**config.mk**
```make
export PLATFORM = sky130hd
export DESIGN_NAME = udp_tx_sched
export DESIGN_NICKNAME = d
export VERILOG_FILES = /design/src/rtl/udp_tx_sched.sv
export SDC_FILE = /design/constraint.sdc
export NUM_CORES = 1
export LEC_CHECK = 0
export ABC_AREA = 1
export CAP_MARGIN = 20
export CELL_PAD_IN_SITES_DETAIL_PLACEMENT = 0
export CELL_PAD_IN_SITES_GLOBAL_PLACEMENT = 1
export CORE_ASPECT_RATIO = 1.1
export CORE_MARGIN = 5
export CORE_UTILIZATION = 27
export DETAILED_ROUTE_END_ITERATION = 6
export MAX_ROUTING_LAYER = met4
export PLACE_DENSITY_LB_ADDON = 0.08
export REMOVE_ABC_BUFFERS = 1
export SYNTH_ARGS = -nofsm -noshare
export SYNTH_HDL_FRONTEND = slang
export SYNTH_SLANG_ARGS = --single-unit
```
**constraint.sdc**
```tcl
create_clock -name clk -period 2.8 [get_ports clk]
set_input_delay 0.56 -clock clk [delete_from_list [all_inputs] [get_ports clk]]
set_output_delay 0.56 -clock clk [all_outputs]
set_load 0.01 [all_outputs]
```
**src/rtl/udp_tx_sched.sv**
```systemverilog
// udp_tx_sched: round-robin arbiter feeding two payload requesters into one UDP transmitter, with watchdog and inter-frame gap.
module udp_tx_sched #(
  parameter int unsigned IFG_CYCLES     = 12,
  parameter logic [19:0] TIMEOUT_CYCLES = 20'd1_000_000,
  parameter logic [15:0] MAX_LEN        = 16'd1472
) (
  input  logic        clk,
  input  logic        reset,
  input  logic        req0,
  input  logic        req1,
  input  logic [15:0] len0,
  input  logic [15:0] len1,
  input  logic [31:0] ip0,
  input  logic [31:0] ip1,
  output logic        ack0,
  output logic        ack1,
  output logic        done0,
  output logic        done1,
  output logic        err0,
  output logic        err1,
  output logic        rd_req0,
  output logic        rd_req1,
  input  logic [7:0]  rd_data0,
  input  logic [7:0]  rd_data1,
  output logic        tx_start_en,
  output logic [15:0] tx_byte_num,
  output logic [31:0] des_ip,
  output logic [47:0] des_mac,
  output logic [7:0]  tx_data,
  input  logic        tx_req,
  input  logic        tx_done,
  output logic        busy
);
  typedef enum logic [1:0] {IDLE, START, WAIT, GAP} state_t;
  state_t state, state_n;
  logic ptr, owner, win, grant, legal, wd_hit, gap_end, in_wait;
  logic [19:0] wd;
  logic [15:0] gap_cnt, win_len;
  logic [31:0] win_ip;
  // A rejected winner still holds its request during the ack cycle, so sampling skips that cycle.
  always_comb begin
    win     = (req0 & req1) ? ptr : req1;
    grant   = state == IDLE && (req0 | req1) && !(ack0 | ack1);
    win_len = win ? len1 : len0;
    win_ip  = win ? ip1 : ip0;
    legal   = win_len != 16'd0 && win_len <= MAX_LEN;
    wd_hit  = wd == TIMEOUT_CYCLES - 20'd1;
    gap_end = gap_cnt == 16'(IFG_CYCLES - 1);
    state_n = state;
    case (state)
      IDLE:    state_n = grant && legal ? START : IDLE;
      START:   state_n = WAIT;
      WAIT:    state_n = tx_done || wd_hit ? GAP : WAIT;
      default: state_n = gap_end ? IDLE : GAP;
    endcase
  end
  assign in_wait = state == WAIT;
  assign busy    = state != IDLE;
  assign rd_req0 = in_wait && !owner && tx_req;
  assign rd_req1 = in_wait && owner && tx_req;
  assign tx_data = !in_wait ? 8'd0 : owner ? rd_data1 : rd_data0;
  assign des_mac = 48'd0;
  always_ff @(posedge clk or posedge reset) begin
    if (reset) begin
      state       <= IDLE;
      ptr         <= 1'b0;
      owner       <= 1'b0;
      wd          <= 20'd0;
      gap_cnt     <= 16'd0;
      ack0        <= 1'b0;
      ack1        <= 1'b0;
      done0       <= 1'b0;
      done1       <= 1'b0;
      err0        <= 1'b0;
      err1        <= 1'b0;
      tx_start_en <= 1'b0;
      tx_byte_num <= 16'd0;
      des_ip      <= 32'd0;
    end else begin
      state       <= state_n;
      ack0        <= grant && !win;
      ack1        <= grant && win;
      err0        <= (grant && !legal && !win) || (in_wait && !tx_done && wd_hit && !owner);
      err1        <= (grant && !legal && win) || (in_wait && !tx_done && wd_hit && owner);
      done0       <= in_wait && tx_done && !owner;
      done1       <= in_wait && tx_done && owner;
      tx_start_en <= state == START;
      wd          <= in_wait ? wd + 20'd1 : 20'd0;
      gap_cnt     <= state == GAP ? gap_cnt + 16'd1 : 16'd0;
      if (grant) ptr <= ~win;
      if (grant && legal) begin
        tx_byte_num <= win_len;
        des_ip      <= win_ip;
        owner       <= win;
      end
    end
  end
endmodule
```
After elaboration in Yosys (flattened, before gate mapping)
Cells that the tools add are included.
{"block": "classes", "eq_ne": 5, "muxes": 11, "bitwise_logic": 4, "magnitude_cmp": 1, "reduce_logical": 31, "n_addsub": 2}
{"cell": "$mux 16", "count": 2}
{"cell": "$mux 32", "count": 1}
{"cell": "$add 20x1->20 const B", "count": 1}
{"cell": "$eq 20x20->1 const B", "count": 1}
{"cell": "$logic_and 1x1->1", "count": 20}
{"cell": "$mux 20", "count": 1}
{"cell": "$add 16x1->16 const B", "count": 1}
{"cell": "$eq 16x4->1 const B", "count": 1}
{"cell": "$le 16x11->1 const B", "count": 1}
{"cell": "$mux 8", "count": 2}
{"cell": "$reduce_bool 16->1", "count": 1}
{"cell": "$pmux 2 s3", "count": 1}
{"cell": "$logic_not 1->1", "count": 5}
{"cell": "$eq 2x2->1 const B", "count": 2}
{"cell": "$logic_or 1x1->1", "count": 3}
{"cell": "$mux 1", "count": 3}
{"cell": "$eq 2x1->1 const B", "count": 1}
{"cell": "$logic_not 2->1", "count": 1}
{"cell": "$mux 2", "count": 1}
{"cell": "$or 1x1->1", "count": 2}
{"cell": "$reduce_bool 2->1", "count": 1}
{"cell": "$and 1x1->1", "count": 1}
{"cell": "$not 1->1", "count": 1}
{"block": "word_totals", "out_inout_bits": 114, "wordCells": 68, "in_bits": 118, "reg_bits": 95}

Depth between registers and ports, before layout
Gate-level depths: netlist of the first run.
{"block": "depth", "ltp_word": 9, "ltp_mapped": 16, "mapped_depth_nobuf": 14}

Least setup slack after synthesis of the first run
Ideal clock, no wire load.
{"block": "synth_path", "path_kind": "input-to-reg", "start": "input req1", "end": "register owner", "stages": 14, "t_arrival_ns": 1.868, "setup_slack_ns": 0.791, "path_cell_list": "buf_4 > buf_2 > nand3_1 > nand2_2 > nor2_1 > nand2_1 > nor2_1 > nand2_1 > nand2_2 > nand3_2 > buf_6 > buf_6 > nand2_1 > o21ai_1"}
{"block": "synth_via", "elab_chain_cells": 6, "word_cells_on_any_way": 10, "classes_between": "order compare (1); mux (2); bitwise (2); reduce/logical (5)"}
{"item": "from (decl)", "line_no": "10", "source": "input logic req1,"}
{"item": "$and 1x1->1", "line_no": "42", "source": "win = (req0 & req1) ? ptr : req1;"}
{"item": "$mux 1", "line_no": "42"}
{"item": "$mux 16", "line_no": "44", "source": "win_len = win ? len1 : len0;"}
{"item": "$le 16x11->1 or $reduce_bool 16->1 (tied branches)", "line_no": "46", "source": "legal = win_len != 16'd0 && win_len <= MAX_LEN;"}
{"item": "$logic_and 1x1->1", "line_no": "46"}
{"item": "$logic_and 1x1->1", "line_no": "91", "source": "if (grant && legal) begin"}
{"item": "to (signal assigned)", "line_no": "94", "source": "owner <= win;"}
{"item": "to (decl)", "line_no": "36", "source": "logic ptr, owner, win, grant, legal, wd_hit, gap_end, in_wait;"}
Parallel ways exist; a longest one is shown, timed or not.
A chain may end at the register's enable or synchronous reset.

Worst setup path in the final report of the first run
{"block": "layout_path", "start": "register state[0]", "end": "output tx_data[7]"}
{"block": "layout_via", "elab_chain_cells": 2}
{"item": "from (decl)", "line_no": "35", "source": "state_t state, state_n;"}
{"item": "from (signal assigned)", "line_no": "80", "source": "state <= state_n;"}
{"item": "$eq 2x2->1", "line_no": "57", "source": "assign in_wait = state == WAIT;"}
{"item": "$mux 8", "line_no": "61", "source": "assign tx_data = !in_wait ? 8'd0 : owner ? rd_data1 : rd_data0;"}
{"item": "to (decl)", "line_no": "29", "source": "output logic [7:0] tx_data,"}
No other way between the ends.

==> results.json, run 1 <==
{
  "run_status": "complete, no violations",
  "worstSetupEndpointType": "output pin",
  "timing.critical_path.cells": "inv_1 -> ha_1 -> inv_1 -> a21oi_1 -> clkdlybuf4s50_1",
  "synth-warning-count": 0,
  "clock_tree.buffer_depth": 2,
  "port_buffer_cells": 183,
  "track_usage": 0.138,
  "fp.coreArea_um2": 19700,
  "first_iter_violations": 147,
  "die_width_um": 144,
  "timing.final.hold_violations": 0,
  "worst-setup-path-type": "reg2out",
  "area_growth_pct": 43.0,
  "cts.hold.buffers_added": 0,
  "num_vias": 4597,
  "die_area_um2": 22700,
  "cpMostUsedCell": "sky130_fd_sc_hd__inv_1",
  "cp_data_arrival_time_ns": 2.06,
  "cts_inserted_buffers": 9,
  "hold_path.startpoint": "wd[0]$_DFF_PP0_",
  "tritoncts": "built",
  "worstRegToRegCells": 12,
  "timing.slew.headroom": 0.635,
  "cts.sink_count": 95,
  "timing.critical_path.from_type": "register",
  "via_per_inst": 4.25,
  "number_of_nets_with_antenna_violations_after_detailed_routing": 0,
  "timing.critical_path.buf_inv": 3,
  "antenna_violations_before_repair": 0,
  "critical_path_required_ns": 2.24,
  "floorplan.die.height_um": 157,
  "setup_ws_final_ns": 0.177,
  "dpl_cell_area_um2": 7290,
  "drt_drc_violations_left": 0,
  "via_count_of_the_first_global_routing_pass": 4697,
  "syn-mean-instance-area_um2": 8.31,
  "maxClockFrequency_mhz": 381,
  "ys_seq_elements": 95,
  "regToRegStartpoint": "wd[0]$_DFF_PP0_",
  "irDropWorstVdd_v": 0.000363,
  "cap_violations": 0,
  "min_to": "wd[0]$_DFF_PP0_",
  "pre_cts_ws_ns": 0.0938,
  "setup-violations-final": 0,
  "total_congestion_overflow": 0,
  "fin_cells": 1082,
  "worst_setup_hold_path_clk_slew_ns": 0.07,
  "grt_start_max_net_pins": 47,
  "multiInputGateArea_um2": 2370,
  "grt_pass1_wl_mm": 23.7,
  "htree_levels": 3,
  "finalMaxSlewViolations": 0,
  "place.gp.congestion": 0.783,
  "drtPass1Iterations": 4,
  "totalPowerFinal_uw": 5070,
  "min_path_type": "reg2reg",
  "power_leakage_uw": 0.00357,
  "timing.critical_path.fanout_max": 16,
  "postLayoutCellArea_um2": 7630,
  "syn_area_um2": 5340,
  "clkLatencyLatePin_ns": 0.35,
  "part_of_the_yosys_area_used_for_sequential_elements": 0.445,
  "worst-slew-pin-transition_ns": 0.547,
  "rsz0062_at_grt": "no",
  "dp_hpwl_mm": 11.9,
  "netlist-cell-type-count": 37,
  "timing.reg2reg.setup_slack_ns": 0.64,
  "post-route-min-period_ns": 2.62,
  "placed_cells_incl_taps": 1066,
  "wire_per_inst_um": 14.1,
  "syn-instance-count": 642,
  "fill_cell_count": 2035,
  "register_area_um2": 2380,
  "critical-path-slowest-cell": "sky130_fd_sc_hd__clkdlybuf4s50_1",
  "timing.setup.tns_ns": 0,
  "ratio_of_cells_with_drive_above_1_in_the_final_layout": 0.0843,
  "floorplan.initialDensity": 0.271,
  "worst_r2r_endpoint": "wd[18]$_DFF_PP0_",
  "finish.net_count": 949,
  "path_delay_family": "buffers and inverters",
  "row_count": 54,
  "worstHoldPathCells": 1,
  "critical_path.max_stage_delay_ns": 0.57,
  "postCtsSetupRepairBufs": 0,
  "power-per-cell-area_nw_per_um2": 664,
  "worst_clock_skew_ns": 0.00965,
  "portion_of_the_clock_cycle_consumed_by_the_worst_path_in_the_final_layout": 0.937,
  "finalWirelength_mm": 15.2,
  "io_pins": 232,
  "antenna-diode-count": 0,
  "cts-root-buf": "sky130_fd_sc_hd__clkbuf_16"
}
[cells by family (layout without fill, tap and decap cells)]
kind of cell               count (synthesis)  after routing  synth area share
other                                      1             48          0.000703
buffers and inverters                    136            277             0.145
muxes                                     32             32            0.0600
AOI/OAI and AO/OA                         97             97             0.105
and+or+nand+nor                          273            273             0.226
xor gates and xnor gates                   2              2           0.00328
DFF                                       95             95             0.445
adders and majority gates                  6              6            0.0141
[layout by cell type, fill, tap and decap left out, types with 3 or more instances in the layout]
master                            instances
sky130_fd_sc_hd__buf_12                   4
sky130_fd_sc_hd__o21ai_0                 19
sky130_fd_sc_hd__dfrtp_1                 95
sky130_fd_sc_hd__nand3b_1                 3
sky130_fd_sc_hd__nand3_1                 29
sky130_fd_sc_hd__clkdlybuf4s50_1        183
sky130_fd_sc_hd__o21ai_2                 15
sky130_fd_sc_hd__nand2_2                 18
sky130_fd_sc_hd__o21ai_1                 27
sky130_fd_sc_hd__nand4_1                  6
sky130_fd_sc_hd__nor4_1                   6
sky130_fd_sc_hd__nor2_1                  55
sky130_fd_sc_hd__clkbuf_16                9
sky130_fd_sc_hd__mux2i_1                 32
sky130_fd_sc_hd__inv_1                   61
sky130_fd_sc_hd__conb_1                  48
sky130_fd_sc_hd__a21oi_1                 29
sky130_fd_sc_hd__nand2_1                136
sky130_fd_sc_hd__buf_4                    9
sky130_fd_sc_hd__ha_1                     6
sky130_fd_sc_hd__clkbuf_8                 3
sky130_fd_sc_hd__nor3_1                  14
[where the power goes]
group	switching (uW)	internal (uW)
registers	165	1630
logic	937	939
clock network	538	858
total	1640	3430
[cells in the mapped netlist (all sizes together)]
cell	count	area (um2)
xor2	2	17.5
nor3	14	70.1
a31oi	1	6.26
buf	60	489
a211oi	2	15.0
o21a	2	15.0
nor4	7	50.1
a21boi	1	7.51
nand4	6	37.5
mux2i	32	320
nand2	156	654
ha	6	75.1
o41ai	1	8.76
nand3	30	155
and3	1	6.26
o21ai	61	362
nand3b	3	22.5
inv	63	236
dfrtp	95	2380
nor2	56	213
clkbuf	11	42.5
conb	1	3.75
clkinv	2	7.51
a21oi	29	145
[cell type report]
type / count / area share
flip-flops and latches: 95 / 0.311
repair buffers: 196 / 0.259
well taps: 252 / 0.0413
multi-input cells: 458 / 0.310
inverters: 65 / 0.0328
clock buffers: 12 / 0.0349
clock inverters: 4 / 0.0100
[metal layers]
layer,vias to the layer above,part of all wire,wire [um],GRT usage
li1,2343,-,-,-
met1,2101,0.39,5980,0.150
met2,141,0.52,7860,0.244
met3,12,0.077,1180,0.0377
met4,0,0.013,199,0.0395
met5,-,0,0,-
[worst max-delay path by stage]
stage | end | from | cells after the start
after CTS | tx_data[2] | owner$_DFFE_PP0P_ | 4
after global routing | tx_data[7] | state[0]$_DFF_PP0_ | 5
after global placement | des_ip[14]$_DFFE_PP0P_ | req0 | 14
after floorplan | des_ip[14]$_DFFE_PP0P_ | req0 | 11
after detailed placement | des_ip[14]$_DFFE_PP0P_ | req0 | 14
final | tx_data[7] | state[0]$_DFF_PP0_ | 5
[stage by stage]
| step | hold slack (ns) | utilization |
|---|---|---|
| global route | 0.487 | 0.388 |
| detailed placement | 0.452 | 0.371 |
| floorplan | 0.424 | - |
| global placement | 0.438 | 0.371 |
| finish | 0.456 | 0.388 |
| CTS | 0.462 | 0.388 |
[state kept, by name, indices dropped and copies added, names as in the netlist, 2 cells and up]
name and flops:
des_ip 32, wd 20, gap_cnt 16, tx_byte_num 16, state 2
[what timing repair did]
action / in CTS / in global routing
setup endpoints to repair: 0 / 4
resized for setup: 0 / 1
hold endpoints to repair: 0 / 0
Power figures use the tool's default switching activity.
==> run 2, diff against run 1 <==
--- a/config.mk
+++ b/config.mk
@@ -5,13 +5,12 @@
 export SDC_FILE = /design/constraint.sdc
 export NUM_CORES = 1
 export LEC_CHECK = 0
-export ABC_AREA = 1
 export CAP_MARGIN = 20
 export CELL_PAD_IN_SITES_DETAIL_PLACEMENT = 0
 export CELL_PAD_IN_SITES_GLOBAL_PLACEMENT = 1
 export CORE_ASPECT_RATIO = 1.1
 export CORE_MARGIN = 5
-export CORE_UTILIZATION = 27
+export CORE_UTILIZATION = 28
 export DETAILED_ROUTE_END_ITERATION = 6
 export MAX_ROUTING_LAYER = met4
 export PLACE_DENSITY_LB_ADDON = 0.08
==> run 2 against run 1 <==
Compared with the run above: power decreased by 11%; largest cell class is now multi-input gates; highest routed layer unchanged; fmax decreased by 1.9%; global-route usage increased by 0.35 points; clock power decreased by 16%; critical path type is now in2reg; setup slack got worse by 0.052 ns; critical endpoint is now des_ip[15]$_DFFE_PP0P_; via count decreased by 4.6%; critical path depth increased by 2; synthesized area increased by 0.89%.
==> results.json, run 2 <==
{
  "run_status": "complete, no violations",
  "drt_drc_violations_left": 0,
  "synth_fa_ha_area_frac": 0.0139,
  "port_buffer_cells": 183,
  "critical_path_required_ns": 3.04,
  "cts.hold.buffers_added": 0,
  "async_reset_ff_frac": 1.00,
  "synthDominantAreaCellType": "sky130_fd_sc_hd__dfrtp_1",
  "largest_register_ffs": 32,
  "timing.slew.headroom": 0.537,
  "cap_violations": 0,
  "netlist-cell-type-count": 52,
  "cts.sink_count": 95,
  "finalWirelength_mm": 15.7,
  "fill_cell_count": 1867,
  "synth-compound-area-share": 0.0358,
  "synthMuxAreaShare": 0.115,
  "antenna_violations_before_repair": 0,
  "syn-instance-count": 563,
  "wire_per_inst_um": 15.5,
  "cts_inserted_buffers": 9,
  "netlist.area_leader.share": 0.441,
  "groute.layer.met1.usage": 0.176,
  "drtPass1Iterations": 4,
  "row_count": 53,
  "maxClockFrequency_mhz": 374,
  "synth_edf_count": 0,
  "grt_start_max_net_pins": 45,
  "dpl_cell_area_um2": 7420,
  "worst_clock_skew_ns": 0.00504,
  "first_iter_violations": 147,
  "globalRouteMet2Util": 0.228,
  "top_register": "des_ip",
  "post-route-min-period_ns": 2.68,
  "clkLatencyLatePin_ns": 0.35,
  "htree_levels": 3,
  "track_usage": 0.141,
  "ys_dominant_reg_cell": "sky130_fd_sc_hd__dfrtp_1",
  "worstSetupEndpointType": "register",
  "timing.critical_path.from_type": "input pin",
  "num_vias": 4386,
  "clock_tree.buffer_depth": 2,
  "fp.coreArea_um2": 19000,
  "portion_of_the_clock_cycle_consumed_by_the_worst_path_in_the_final_layout": 0.955,
  "worst_setup_hold_path_clk_slew_ns": 0.07,
  "syn-mean-instance-area_um2": 9.57,
  "io_pins": 232,
  "power-per-cell-area_nw_per_um2": 587,
  "setup-violations-final": 0,
  "final_cell_mix": "183 x sky130_fd_sc_hd__clkdlybuf4s50_1, 137 x sky130_fd_sc_hd__nand2_1, 95 x sky130_fd_sc_hd__dfrtp_1",
  "synth_simple_gate_area_share": 0.252,
  "irDropWorstVdd_v": 0.000286,
  "antenna-diode-count": 0,
  "grt_pass1_wl_mm": 23.9,
  "synthXorXnorAreaFrac": 0.0455,
  "final_common_cell": "sky130_fd_sc_hd__clkdlybuf4s50_1",
  "total_congestion_overflow": 0,
  "tritoncts": "built",
  "main_combinational_cell_family_by_area_after_synthesis": "simple AND/OR/NAND/NOR gates",
  "timing.critical_path.fanout_max": 27,
  "postCtsSetupRepairBufs": 0,
  "die_area_um2": 22100,
  "floorplan.initialDensity": 0.283,
  "area_growth_pct": 43.0,
  "synth_top_cells_by_count": "138 x sky130_fd_sc_hd__nand2_1, 95 x sky130_fd_sc_hd__dfrtp_1, 50 x sky130_fd_sc_hd__buf_4, 32 x sky130_fd_sc_hd__and2_1, 29 x sky130_fd_sc_hd__mux2_2",
  "worst-slew-pin-transition_ns": 0.695,
  "postLayoutCellArea_um2": 7700,
  "syn_area_um2": 5390,
  "synth-warning-count": 0,
  "finalMaxSlewViolations": 0,
  "power_leakage_uw": 0.00356,
  "cts-root-buf": "sky130_fd_sc_hd__clkbuf_16",
  "util_after_layout": 0.405,
  "cp_data_arrival_time_ns": 2.91,
  "place.gp.congestion": 0.814,
  "grt_util_met3": 0.0338,
  "busiest_layer": "met2",
  "biggestRegsByFlops": "des_ip: 32 flops, wd: 20 flops",
  "timing.final.hold_violations": 0,
  "number_of_nets_with_antenna_violations_after_detailed_routing": 0,
  "finish.net_count": 881,
  "rsz0062_at_grt": "no",
  "ys_seq_elements": 95,
  "min_path_type": "reg2reg",
  "die_width_um": 142,
  "netlist_top_cells_area": "sky130_fd_sc_hd__dfrtp_1 44%, sky130_fd_sc_hd__nand2_1 9.6%, sky130_fd_sc_hd__buf_4 7.0%, sky130_fd_sc_hd__mux2_2 6.1%, sky130_fd_sc_hd__and2_1 3.7%",
  "part_of_the_yosys_area_used_for_sequential_elements": 0.441,
  "via_per_inst": 4.35,
  "ratio_of_cells_with_drive_above_1_in_the_final_layout": 0.110,
  "worst-setup-path-type": "in2reg",
  "via_count_of_the_first_global_routing_pass": 4414,
  "dp_hpwl_mm": 12.0,
  "floorplan.die.height_um": 155,
  "yosys.cell_count.top_type": "sky130_fd_sc_hd__nand2_1"
}
==> run 2: changes by cell type in the layout (fill, tap and decap cells not counted), sizes merged, moves of 9 or more <==
cell,delta
mux2i,-22
a21oi,-25
inv,-53
and2,+33
xnor2,+19
mux2,+43
nand2,-18
buf,+9
o21ai,-55
nand3,-16
nor2,-43
or3,+9
nor2b,+16
==> run 2: power breakdown <==
group | total [uW] | internal [uW] | switching, uW
logic | 1620 | 897 | 728
clock network | 1170 | 625 | 542
registers | 1730 | 1590 | 139
total | 4520 | 3110 | 1410
==> run 2: worst paths after layout <==
check	start	end	slack (ns)	cells past startpoint
min reg2reg	wd[0]$_DFF_PP0_	wd[0]$_DFF_PP0_	0.45	1
min	wd[0]$_DFF_PP0_	wd[0]$_DFF_PP0_	0.45	1
min in group asynchronous	reset	des_ip[8]$_DFFE_PP0P_	0.61	2
max reg2reg	state[0]$_DFF_PP0_	des_ip[15]$_DFFE_PP0P_	0.21	8
max in group asynchronous	reset	tx_start_en$_DFF_PP0_	1.59	3
max	len1[0]	des_ip[15]$_DFFE_PP0P_	0.12	7
==> run 2: cells by family (layout without fill, tap and decap cells) <==
family | Yosys count | in the layout
simple gates | 275 | 275
buf+inv | 79 | 231
fa+ha+maj | 6 | 6
mux | 53 | 53
xor+xnor | 28 | 28
other cells | 1 | 48
flops | 95 | 95
compound gates | 26 | 26
==> run 2: per-layer routing <==
metal,up-vias,part of all wire
li1,2182,-
met1,2055,0.44
met2,132,0.48
met3,17,0.064
met4,0,0.013
met5,-,0
==> run 2: timing repair <==
action / 4_1_cts / 5_1_grt
setup endpoints to repair: 0 / 2
resized for setup: 0 / 1
hold endpoints to repair: 0 / 0
==> run 2: cell type report <==
cell class | instances | area [um2] | area share
multi-input combinational | 436 | 2670 | 0.347
sequential | 95 | 2380 | 0.309
timing repair buffer | 205 | 2020 | 0.263
tap | 247 | 309 | 0.0401
clock buffer | 11 | 243 | 0.0315
inverter | 10 | 40.0 | 0.00520
clock inverter | 5 | 33.8 | 0.00439
==> run 2: through the flow <==
stage	worst slack (ns)	setup TNS [ns]	cells	total power (uW)	hold slack [ns]
after CTS	0.0803	0	1009	4610	0.456
after floorplan	-0.798	-58.34	541	2460	0.423
after detailed placement	-0.242	-9.45	993	3410	0.446
after global placement	-0.186	-7.03	993	3390	0.436
after global routing	0.0152	0	1009	4800	0.469
final	0.125	0	1009	4520	0.454
==> run 2: worst max-delay path: stages <==
cell	delay [ns]
sky130_fd_sc_hd__clkdlybuf4s50_1	0.45
sky130_fd_sc_hd__nor4_2	0.38
sky130_fd_sc_hd__a21oi_1	0.16
sky130_fd_sc_hd__or4_4	0.52
sky130_fd_sc_hd__a31oi_4	0.22
sky130_fd_sc_hd__buf_12	0.23
sky130_fd_sc_hd__mux2_2	0.36
